**config.mk**
```make
export PLATFORM = sky130hd
export DESIGN_NAME = video_pattern_source_flat
export DESIGN_NICKNAME = d
export VERILOG_FILES = /design/src/rtl/video_pattern_source_pkg.sv /design/src/rtl/video_pattern_source_if.sv /design/src/rtl/video_pattern_source_pixel_gen.sv /design/src/rtl/video_pattern_source.sv /design/src/flat_wrapper.sv
export SDC_FILE = /design/constraint.sdc
export NUM_CORES = 1
export LEC_CHECK = 0
export ABC_CLOCK_PERIOD_IN_PS = 42700
export CAP_MARGIN = 30
export CORE_MARGIN = 3
export CORE_UTILIZATION = 60
export CTS_CLUSTER_DIAMETER = 50
export DETAILED_ROUTE_END_ITERATION = 7
export HOLD_SLACK_MARGIN = 0.06
export PLACE_DENSITY = 0.79
export SLEW_MARGIN = 5
export SYNTH_ARGS = -nofsm -noshare
export SYNTH_HDL_FRONTEND = slang
export SYNTH_SLANG_ARGS = --single-unit
```
**constraint.sdc**
```tcl
create_clock -name clk -period 42.7 [get_ports clk]
set_input_delay 10.675 -clock clk [delete_from_list [all_inputs] [get_ports clk]]
set_output_delay 10.675 -clock clk [all_outputs]
set_load 0.1 [all_outputs]
```
**src/rtl/video_pattern_source_pkg.sv**
```systemverilog
// rtl/video_pattern_source_pkg.sv - shared types and VIP framing constants for the pattern source
package video_stream_pkg;

    typedef enum logic [2:0] {
        MODE_BARS  = 3'd0,
        MODE_HGRAD = 3'd1,
        MODE_CHECK = 3'd2,
        MODE_SOLID = 3'd3,
        MODE_XYCNT = 3'd4
    } mode_e;

    typedef enum logic [1:0] {
        ST_IDLE,
        ST_CTRL,
        ST_DHDR,
        ST_PIX
    } state_e;

    localparam logic [3:0] VIP_TYPE_CTRL   = 4'hF;
    localparam logic [3:0] VIP_TYPE_DATA   = 4'h0;
    localparam logic [3:0] VIP_PROGRESSIVE = 4'h3;

    // Control packet words in beat order: type, width, height, interlace nibble.
    function automatic logic [31:0] vip_ctrl_word(input logic [1:0] idx,
                                                  input logic [15:0] w,
                                                  input logic [15:0] h);
        case (idx)
            2'd0:    return {28'h0, VIP_TYPE_CTRL};
            2'd1:    return {16'h0, w};
            2'd2:    return {16'h0, h};
            default: return {28'h0, VIP_PROGRESSIVE};
        endcase
    endfunction

endpackage

```
**src/rtl/video_pattern_source_if.sv**
```systemverilog
// rtl/video_pattern_source_if.sv - ready/valid video stream with packet framing
interface video_pattern_source_if #(
    parameter int DW = 32
) ();
    logic          valid;
    logic          ready;
    logic [DW-1:0] data;
    logic          sop;
    logic          eop;

    modport master (output valid, data, sop, eop, input ready);
    modport slave  (input valid, data, sop, eop, output ready);
endinterface

```
**src/rtl/video_pattern_source_pixel_gen.sv**
```systemverilog
// rtl/video_pattern_source_pixel_gen.sv - one-stage registered pattern function of (xs, y, mode)
module vps_pixel_gen
    import video_stream_pkg::*;
#(
    parameter int WIDTH      = 160,
    parameter int CW         = 8,
    parameter int DW         = 32,
    parameter int CHECK_LOG2 = 3
) (
    input  logic            clk,
    input  logic            reset,
    input  logic [15:0]     i_xs,
    input  logic [15:0]     i_y,
    input  logic [2:0]      i_mode,
    input  logic [3*CW-1:0] i_solid,
    output logic [DW-1:0]   o_data
);
    localparam logic [CW-1:0] MAXC = '1;
    localparam int            PW   = CW + 16;

    logic [2:0]    w_bar;
    logic [PW-1:0] w_prod;
    logic [CW-1:0] w_grad;
    logic [CW-1:0] w_try;
    logic          w_chk;
    logic [DW-1:0] w_data;
    logic [DW-1:0] r_data;

    always_comb begin
        // bar = xs*8/WIDTH found by comparing against constant multiples of WIDTH
        w_bar = '0;
        for (int k = 1; k < 8; k++) begin
            if ({1'b0, i_xs, 3'b000} >= 20'(k * WIDTH)) w_bar = 3'(k);
        end
        // gradient quotient built bit by bit against the constant divisor WIDTH-1
        w_prod = PW'(i_xs) * PW'(MAXC);
        w_grad = '0;
        w_try  = '0;
        for (int b = CW - 1; b >= 0; b--) begin
            w_try    = w_grad;
            w_try[b] = 1'b1;
            if (PW'(w_try) * PW'(WIDTH - 1) <= w_prod) w_grad = w_try;
        end
        w_chk = i_xs[CHECK_LOG2] ^ i_y[CHECK_LOG2];
        case (i_mode)
            MODE_HGRAD: w_data = DW'({w_grad, w_grad, w_grad});
            MODE_CHECK: w_data = w_chk ? DW'({3{MAXC}}) : '0;
            MODE_SOLID: w_data = DW'(i_solid);
            MODE_XYCNT: w_data = DW'({i_y, i_xs});
            default:    w_data = DW'({{CW{w_bar[2]}}, {CW{w_bar[1]}}, {CW{w_bar[0]}}});
        endcase
    end

    always_ff @(posedge clk or negedge reset) begin
        if (!reset) r_data <= '0;
        else        r_data <= w_data;
    end

    assign o_data = r_data;
endmodule

```
**src/rtl/video_pattern_source.sv**
```systemverilog
// rtl/video_pattern_source.sv - VIP-framed test-pattern source with backpressure and scrolling
module video_pattern_source
    import video_stream_pkg::*;
#(
    parameter int WIDTH      = 160,
    parameter int HEIGHT     = 90,
    parameter int CW         = 8,
    parameter int DW         = 32,
    parameter int CHECK_LOG2 = 3
) (
    input  logic                   clk,
    input  logic                   reset,
    input  logic                   enable,
    input  logic [2:0]             mode,
    input  logic [3*CW-1:0]        solid_rgb,
    input  logic                   scroll_en,
    video_pattern_source_if.master src,
    output logic [15:0]            frame_count,
    output logic                   busy
);
    state_e          r_state, w_state_n;
    logic            r_valid, w_valid_n, r_sop, w_sop_n, r_eop, w_eop_n;
    logic [DW-1:0]   r_data, w_data_n, w_pix;
    logic [1:0]      r_cnt, w_cnt_n;
    logic [15:0]     r_x, w_x_n, r_y, w_y_n, r_off, w_off_n, r_fc, w_fc_n;
    logic            r_busy, w_busy_n, r_scroll, w_scroll_n;
    logic [2:0]      r_mode, w_mode_n;
    logic [3*CW-1:0] r_solid, w_solid_n;
    logic            w_accept, w_last_x, w_last_y;
    logic [16:0]     w_sum;
    logic [15:0]     w_xs;

    assign w_accept = r_valid & src.ready;
    assign w_last_x = (r_x == 16'(WIDTH - 1));
    assign w_last_y = (r_y == 16'(HEIGHT - 1));

    always_comb begin
        w_state_n  = r_state;
        w_valid_n  = r_valid;
        w_sop_n    = r_sop;
        w_eop_n    = r_eop;
        w_data_n   = r_data;
        w_cnt_n    = r_cnt;
        w_x_n      = r_x;
        w_y_n      = r_y;
        w_off_n    = r_off;
        w_fc_n     = r_fc;
        w_busy_n   = r_busy;
        w_scroll_n = r_scroll;
        w_mode_n   = r_mode;
        w_solid_n  = r_solid;
        case (r_state)
            ST_IDLE: if (enable) begin
                w_mode_n   = mode;
                w_solid_n  = solid_rgb;
                w_scroll_n = scroll_en;
                if (!scroll_en) w_off_n = '0;
                w_busy_n   = 1'b1;
                w_valid_n  = 1'b1;
                w_sop_n    = 1'b1;
                w_eop_n    = 1'b0;
                w_data_n   = DW'(vip_ctrl_word(2'd0, 16'(WIDTH), 16'(HEIGHT)));
                w_cnt_n    = 2'd0;
                w_state_n  = ST_CTRL;
            end
            ST_CTRL: if (w_accept) begin
                if (r_cnt == 2'd3) begin
                    w_state_n = ST_DHDR;
                    w_data_n  = DW'(VIP_TYPE_DATA);
                    w_sop_n   = 1'b1;
                    w_eop_n   = 1'b0;
                end else begin
                    w_cnt_n  = r_cnt + 2'd1;
                    w_data_n = DW'(vip_ctrl_word(r_cnt + 2'd1, 16'(WIDTH), 16'(HEIGHT)));
                    w_sop_n  = 1'b0;
                    w_eop_n  = (r_cnt == 2'd2);
                end
            end
            ST_DHDR, ST_PIX: if (w_accept) begin
                if (r_state == ST_PIX && r_eop) begin
                    w_valid_n = 1'b0;
                    w_sop_n   = 1'b0;
                    w_eop_n   = 1'b0;
                    w_fc_n    = r_fc + 16'd1;
                    w_busy_n  = 1'b0;
                    w_state_n = ST_IDLE;
                    if (!r_scroll)    w_off_n = '0;
                    else if (r_off == 16'(WIDTH - 1)) w_off_n = '0;
                    else              w_off_n = r_off + 16'd1;
                end else begin
                    // pixel generator already holds the pixel for (r_x, r_y)
                    w_state_n = ST_PIX;
                    w_data_n  = w_pix;
                    w_sop_n   = 1'b0;
                    w_eop_n   = w_last_x && w_last_y;
                    if (w_last_x) begin
                        w_x_n = '0;
                        w_y_n = w_last_y ? 16'd0 : r_y + 16'd1;
                    end else begin
                        w_x_n = r_x + 16'd1;
                    end
                end
            end
            default: w_state_n = ST_IDLE;
        endcase
    end

    // Feed the generator the post-update coordinate so its output tracks (r_x, r_y).
    assign w_sum = {1'b0, w_x_n} + {1'b0, r_off};
    assign w_xs  = (w_sum >= 17'(WIDTH)) ? 16'(w_sum - 17'(WIDTH)) : w_sum[15:0];

    vps_pixel_gen #(
        .WIDTH(WIDTH), .CW(CW), .DW(DW), .CHECK_LOG2(CHECK_LOG2)
    ) u_pixel_gen (
        .clk     (clk),
        .reset   (reset),
        .i_xs    (w_xs),
        .i_y     (w_y_n),
        .i_mode  (r_mode),
        .i_solid (r_solid),
        .o_data  (w_pix)
    );

    always_ff @(posedge clk or negedge reset) begin
        if (!reset) begin
            r_state  <= ST_IDLE;
            r_valid  <= 1'b0;
            r_sop    <= 1'b0;
            r_eop    <= 1'b0;
            r_data   <= '0;
            r_cnt    <= '0;
            r_x      <= '0;
            r_y      <= '0;
            r_off    <= '0;
            r_fc     <= '0;
            r_busy   <= 1'b0;
            r_scroll <= 1'b0;
            r_mode   <= MODE_BARS;
            r_solid  <= '0;
        end else begin
            r_state  <= w_state_n;
            r_valid  <= w_valid_n;
            r_sop    <= w_sop_n;
            r_eop    <= w_eop_n;
            r_data   <= w_data_n;
            r_cnt    <= w_cnt_n;
            r_x      <= w_x_n;
            r_y      <= w_y_n;
            r_off    <= w_off_n;
            r_fc     <= w_fc_n;
            r_busy   <= w_busy_n;
            r_scroll <= w_scroll_n;
            r_mode   <= w_mode_n;
            r_solid  <= w_solid_n;
        end
    end

    assign src.valid   = r_valid;
    assign src.data    = r_data;
    assign src.sop     = r_sop;
    assign src.eop     = r_eop;
    assign frame_count = r_fc;
    assign busy        = r_busy;
endmodule

```
**src/flat_wrapper.sv**
```systemverilog
// flat-port wrapper written by rule: the top's interface ports become plain ports
module video_pattern_source_flat import video_stream_pkg::*;
#(
    parameter int WIDTH      = 160,
    parameter int HEIGHT     = 90,
    parameter int CW         = 8,
    parameter int DW         = 32,
    parameter int CHECK_LOG2 = 3
)
  (clk, reset, enable, mode, solid_rgb, scroll_en, frame_count, busy, src_valid, src_data, src_sop, src_eop, src_ready);
  video_pattern_source_if #(.DW(DW)) src_i ();
  input  logic clk;
  input  logic reset;
  input  logic enable;
  input  logic [2:0] mode;
  input  logic [3*CW-1:0] solid_rgb;
  input  logic scroll_en;
  output logic [15:0] frame_count;
  output logic busy;
  output wire logic [$bits(src_i.valid)-1:0] src_valid;
  output wire logic [$bits(src_i.data)-1:0] src_data;
  output wire logic [$bits(src_i.sop)-1:0] src_sop;
  output wire logic [$bits(src_i.eop)-1:0] src_eop;
  input wire logic [$bits(src_i.ready)-1:0] src_ready;
  assign src_valid = src_i.valid;
  assign src_data = src_i.data;
  assign src_sop = src_i.sop;
  assign src_eop = src_i.eop;
  assign src_i.ready = src_ready;
  video_pattern_source #(.WIDTH(WIDTH), .HEIGHT(HEIGHT), .CW(CW), .DW(DW), .CHECK_LOG2(CHECK_LOG2)) u_core (.clk(clk), .reset(reset), .enable(enable), .mode(mode), .solid_rgb(solid_rgb), .scroll_en(scroll_en), .src(src_i), .frame_count(frame_count), .busy(busy));
endmodule
```
==> impl_results.md <==
* Final count of pins violating max slew at 0
* Clock Tree Root: clkbuf_16
* Initial antenna violation count at 1
* Ys flop type: dfrtp_1
* Setup crit end kind: flip-flop
* PnR worst setup slack at -1.58 ns
* Hold depth at 1
* Drt drc at 0
* Cells after synthesis at about 1900
* Worst r2r src: u_core.r_state[1]
* Final setup fails at 3
* Layout cells sized above 1 at 28.1%
* CP most frequent cell: o21a_1
* Layout Skew at 0.0139 ns
* Post-synth top area cell: dfrtp_1
* Min-delay worst type: reg -> reg
* CP startpoint kind: primary input
* Slew margin rel. at 33.4%
* Syn Nets at 2326
* Unique masters post-synth at 94
* DP Area at 21600 µm²
* Final WL at 54600 µm
* CP Data Required Time at around 43 ns
* #FFs+latches synth at around 160
* Hold_sp: u_core.u_pixel_gen.o_data[29]
* Wire per inst at 19.6 µm
* Iter 0 DRT Violations at roughly 1300
* Routed vias at 16800
* Number of synthesized flops with an enable pin at 0
* Total GRT Usage at roughly a third
* Die width at roughly 180 µm
* Initial Utilization at 61.7%
* Critical path's slowest cell: fa_1
* MaxCap Viol Count at 0
* Yosys top cell area share at a little under a quarter
* WP data arrival at about 45 ns
* Num Clock Sinks at 163
* CTS H-tree depth at 4
* Cts hold-fix bufs at 0
* Die ar. at 31100 µm²
* Reg-to-Reg End: u_core.u_pixel_gen.o_data[0]
* Fin crit period at ~44 ns
* Initial DRT Pass Iterations at 6
* Critical path class: in -> reg
* Clk slew on worst S/H paths at 0.07 ns
* Area Overhead vs Synth at 35.0%
* Hold Path End: u_core.src.data[29]
* Vias in the first global route at 17100
* Most common cell after layout, fill and taps aside: buf_4
* Unrepaired setup endpoints after global routing: yes
* Clk_lat worst skew at 0.43 ns
* Reg2reg setup slack at 7.78 ns
* Sequential-to-total area share from yosys stat at between 20% and 30%
* CTS max path bufs at 2
* Num rows at just over 60
* First-pass GRT wire length at approximately 83000 µm
* Core ar. at 28200 µm²
* Maximum clock frequency at 0.0226 GHz
* Period utilization at 104%
* Number of fill cells at 1590
* CP max FO at 4
* Status: finished with violations
* Post-route cell area at ~23000 µm²
* Place WS at -2.07 ns
* TritonCTS Buffers at 17
* Top cells by area, synth: dfrtp_1 (23%), ha_1 (20%), fa_1 (12%)
* DR vias/cell at 6.04
* Antenna viol nets, final at 0
* Final Hold Fails at 0
* IO buf count at 83
* Failing checks: setup timing
* Largest net degree at the start of global routing at 88
* Worst Max-Slew Pin Slew at roughly 1.0 ns
* Remaining Overflow, GRT at 0
* IO Count at 84
* Final HPWL DP at 39200 µm
* Synth warnings at 0
* R2R cell count at 163
* Most frequent cells in the layout: buf_4 (405), ha_1 (229), inv_1 (213)
* Fin nets at 2795
* Mean Syn Cell Area at 9.06 µm²
* Mapped cell area at between 15000 and 20000 µm²
* CP max stage delay at 0.59 ns
* Post-synth ARST share at 100%
* Die height at 176 µm
* Hold slack at roughly 0.47 ns
* CTS tree: yes
* GPL Wtd Cong at 0.950
==> logic make-up after synthesis <==
family	count (synthesis)	synth area share, %
AO/OA/AOI/OAI	430	17.1
XOR/XNOR	101	5.18
adder cells (fa/ha/maj)	376	31.6
buffers and inverters	297	6.56
flip-flops	163	23.5
multiplexers	8	0.482
AND/OR/NAND/NOR	543	15.6
==> flip-flops by register name (all words and copies together) (netlist names), 2 cells and up <==
register,flops
u_core.u_pixel_gen.o_data,32
u_core.r_off,16
u_core.r_y,16
u_core.r_x,16
u_core.frame_count,16
u_core.r_solid,24
u_core.src.data,32
u_core.r_state,2
u_core.r_cnt,2
u_core.r_mode,3
==> synthesized netlist by cell type, types with 4 or more instances <==
master / count
ha_1: 271
inv_1: 248
nand2_1: 186
dfrtp_1: 163
fa_1: 105
nor2_1: 91
a21oi_1: 88
o21ai_0: 85
xnor2_1: 57
a21o_1: 46
nand3_1: 45
xor2_1: 42
nor3_1: 39
clkbuf_1: 33
nand4_1: 31
and3_1: 27
a22o_1: 26
nor2b_1: 26
nand2b_1: 23
o21a_1: 23
and2_1: 19
o211ai_1: 19
a22oi_1: 18
a31oi_1: 18
and4_1: 10
nor4_1: 9
o31ai_1: 9
a211oi_1: 8
o21ai_1: 7
or3_1: 7
buf_2: 6
o21bai_1: 6
o221ai_1: 6
o22ai_1: 6
a31o_2: 5
mux2i_1: 5
or4_1: 5
a2111oi_0: 4
buf_1: 4
nand4b_1: 4
==> per-stage QoR <==
stage               utilization [%]  cells  setup TNS (ns)
global placement               76.8   2669           -4.04
finish                         83.4   2779           -4.69
global route                   83.3   2778           -8.36
CTS                            81.7   2752           -2.06
detailed placement             76.8   2669           -6.16
floorplan                         -   1918           -6.18
==> layout make-up <==
type / instances / area (µm²) / share of cell area [%]
tap: 378 / 473 / 2.01
inverter: 251 / 975 / 4.15
antenna: 1 / 2.50 / 0.0107
timing repair buffer: 496 / 4000 / 17.1
sequential: 163 / 4080 / 17.4
clock buffer: 18 / 429 / 1.83
clock inverter: 14 / 143 / 0.608
multi-input combinational: 1458 / 13400 / 57.0
==> how the worst max path moves through the flow <==
stage / from / to / slack [ns]
detailed placement: enable / u_core.u_pixel_gen.o_data[0] / -2.07
floorplan: enable / u_core.u_pixel_gen.o_data[0] / -2.07
finish: enable / u_core.u_pixel_gen.o_data[0] / -1.58
global placement: src_ready / u_core.u_pixel_gen.o_data[8] / -1.36
global route: enable / u_core.u_pixel_gen.o_data[0] / -2.81
CTS: enable / u_core.u_pixel_gen.o_data[0] / -0.71
==> what timing repair did <==
action,CTS,global route
cloned,0,0
pin swaps,126,111
setup buffers,51,25
endpoints found under the setup margin,3,3
resized for setup,75,50
==> per-layer routing <==
layer  global-route usage (%)  vias up  wire, µm
li1                         -     7611         -
met1                     38.4     8155     20200
met2                     59.6      733     27600
met3                     4.19      283      2870
met4                     18.3        0      3830
met5                        0        -         0
==> critical path, delay by kind of cell <==
kind,cells,cell delay (ns)
buffers and inverters,27,2.73
adders and majority gates,36,12.65
muxes,1,0.13
xor gates and xnor gates,6,0.87
and+or+nand+nor,32,6.45
AOI/OAI and AO/OA,64,11.02
Power is left out: the tool's default activity adds up to more than one toggle a clock period on the data nets, which glitch-free logic cannot reach.
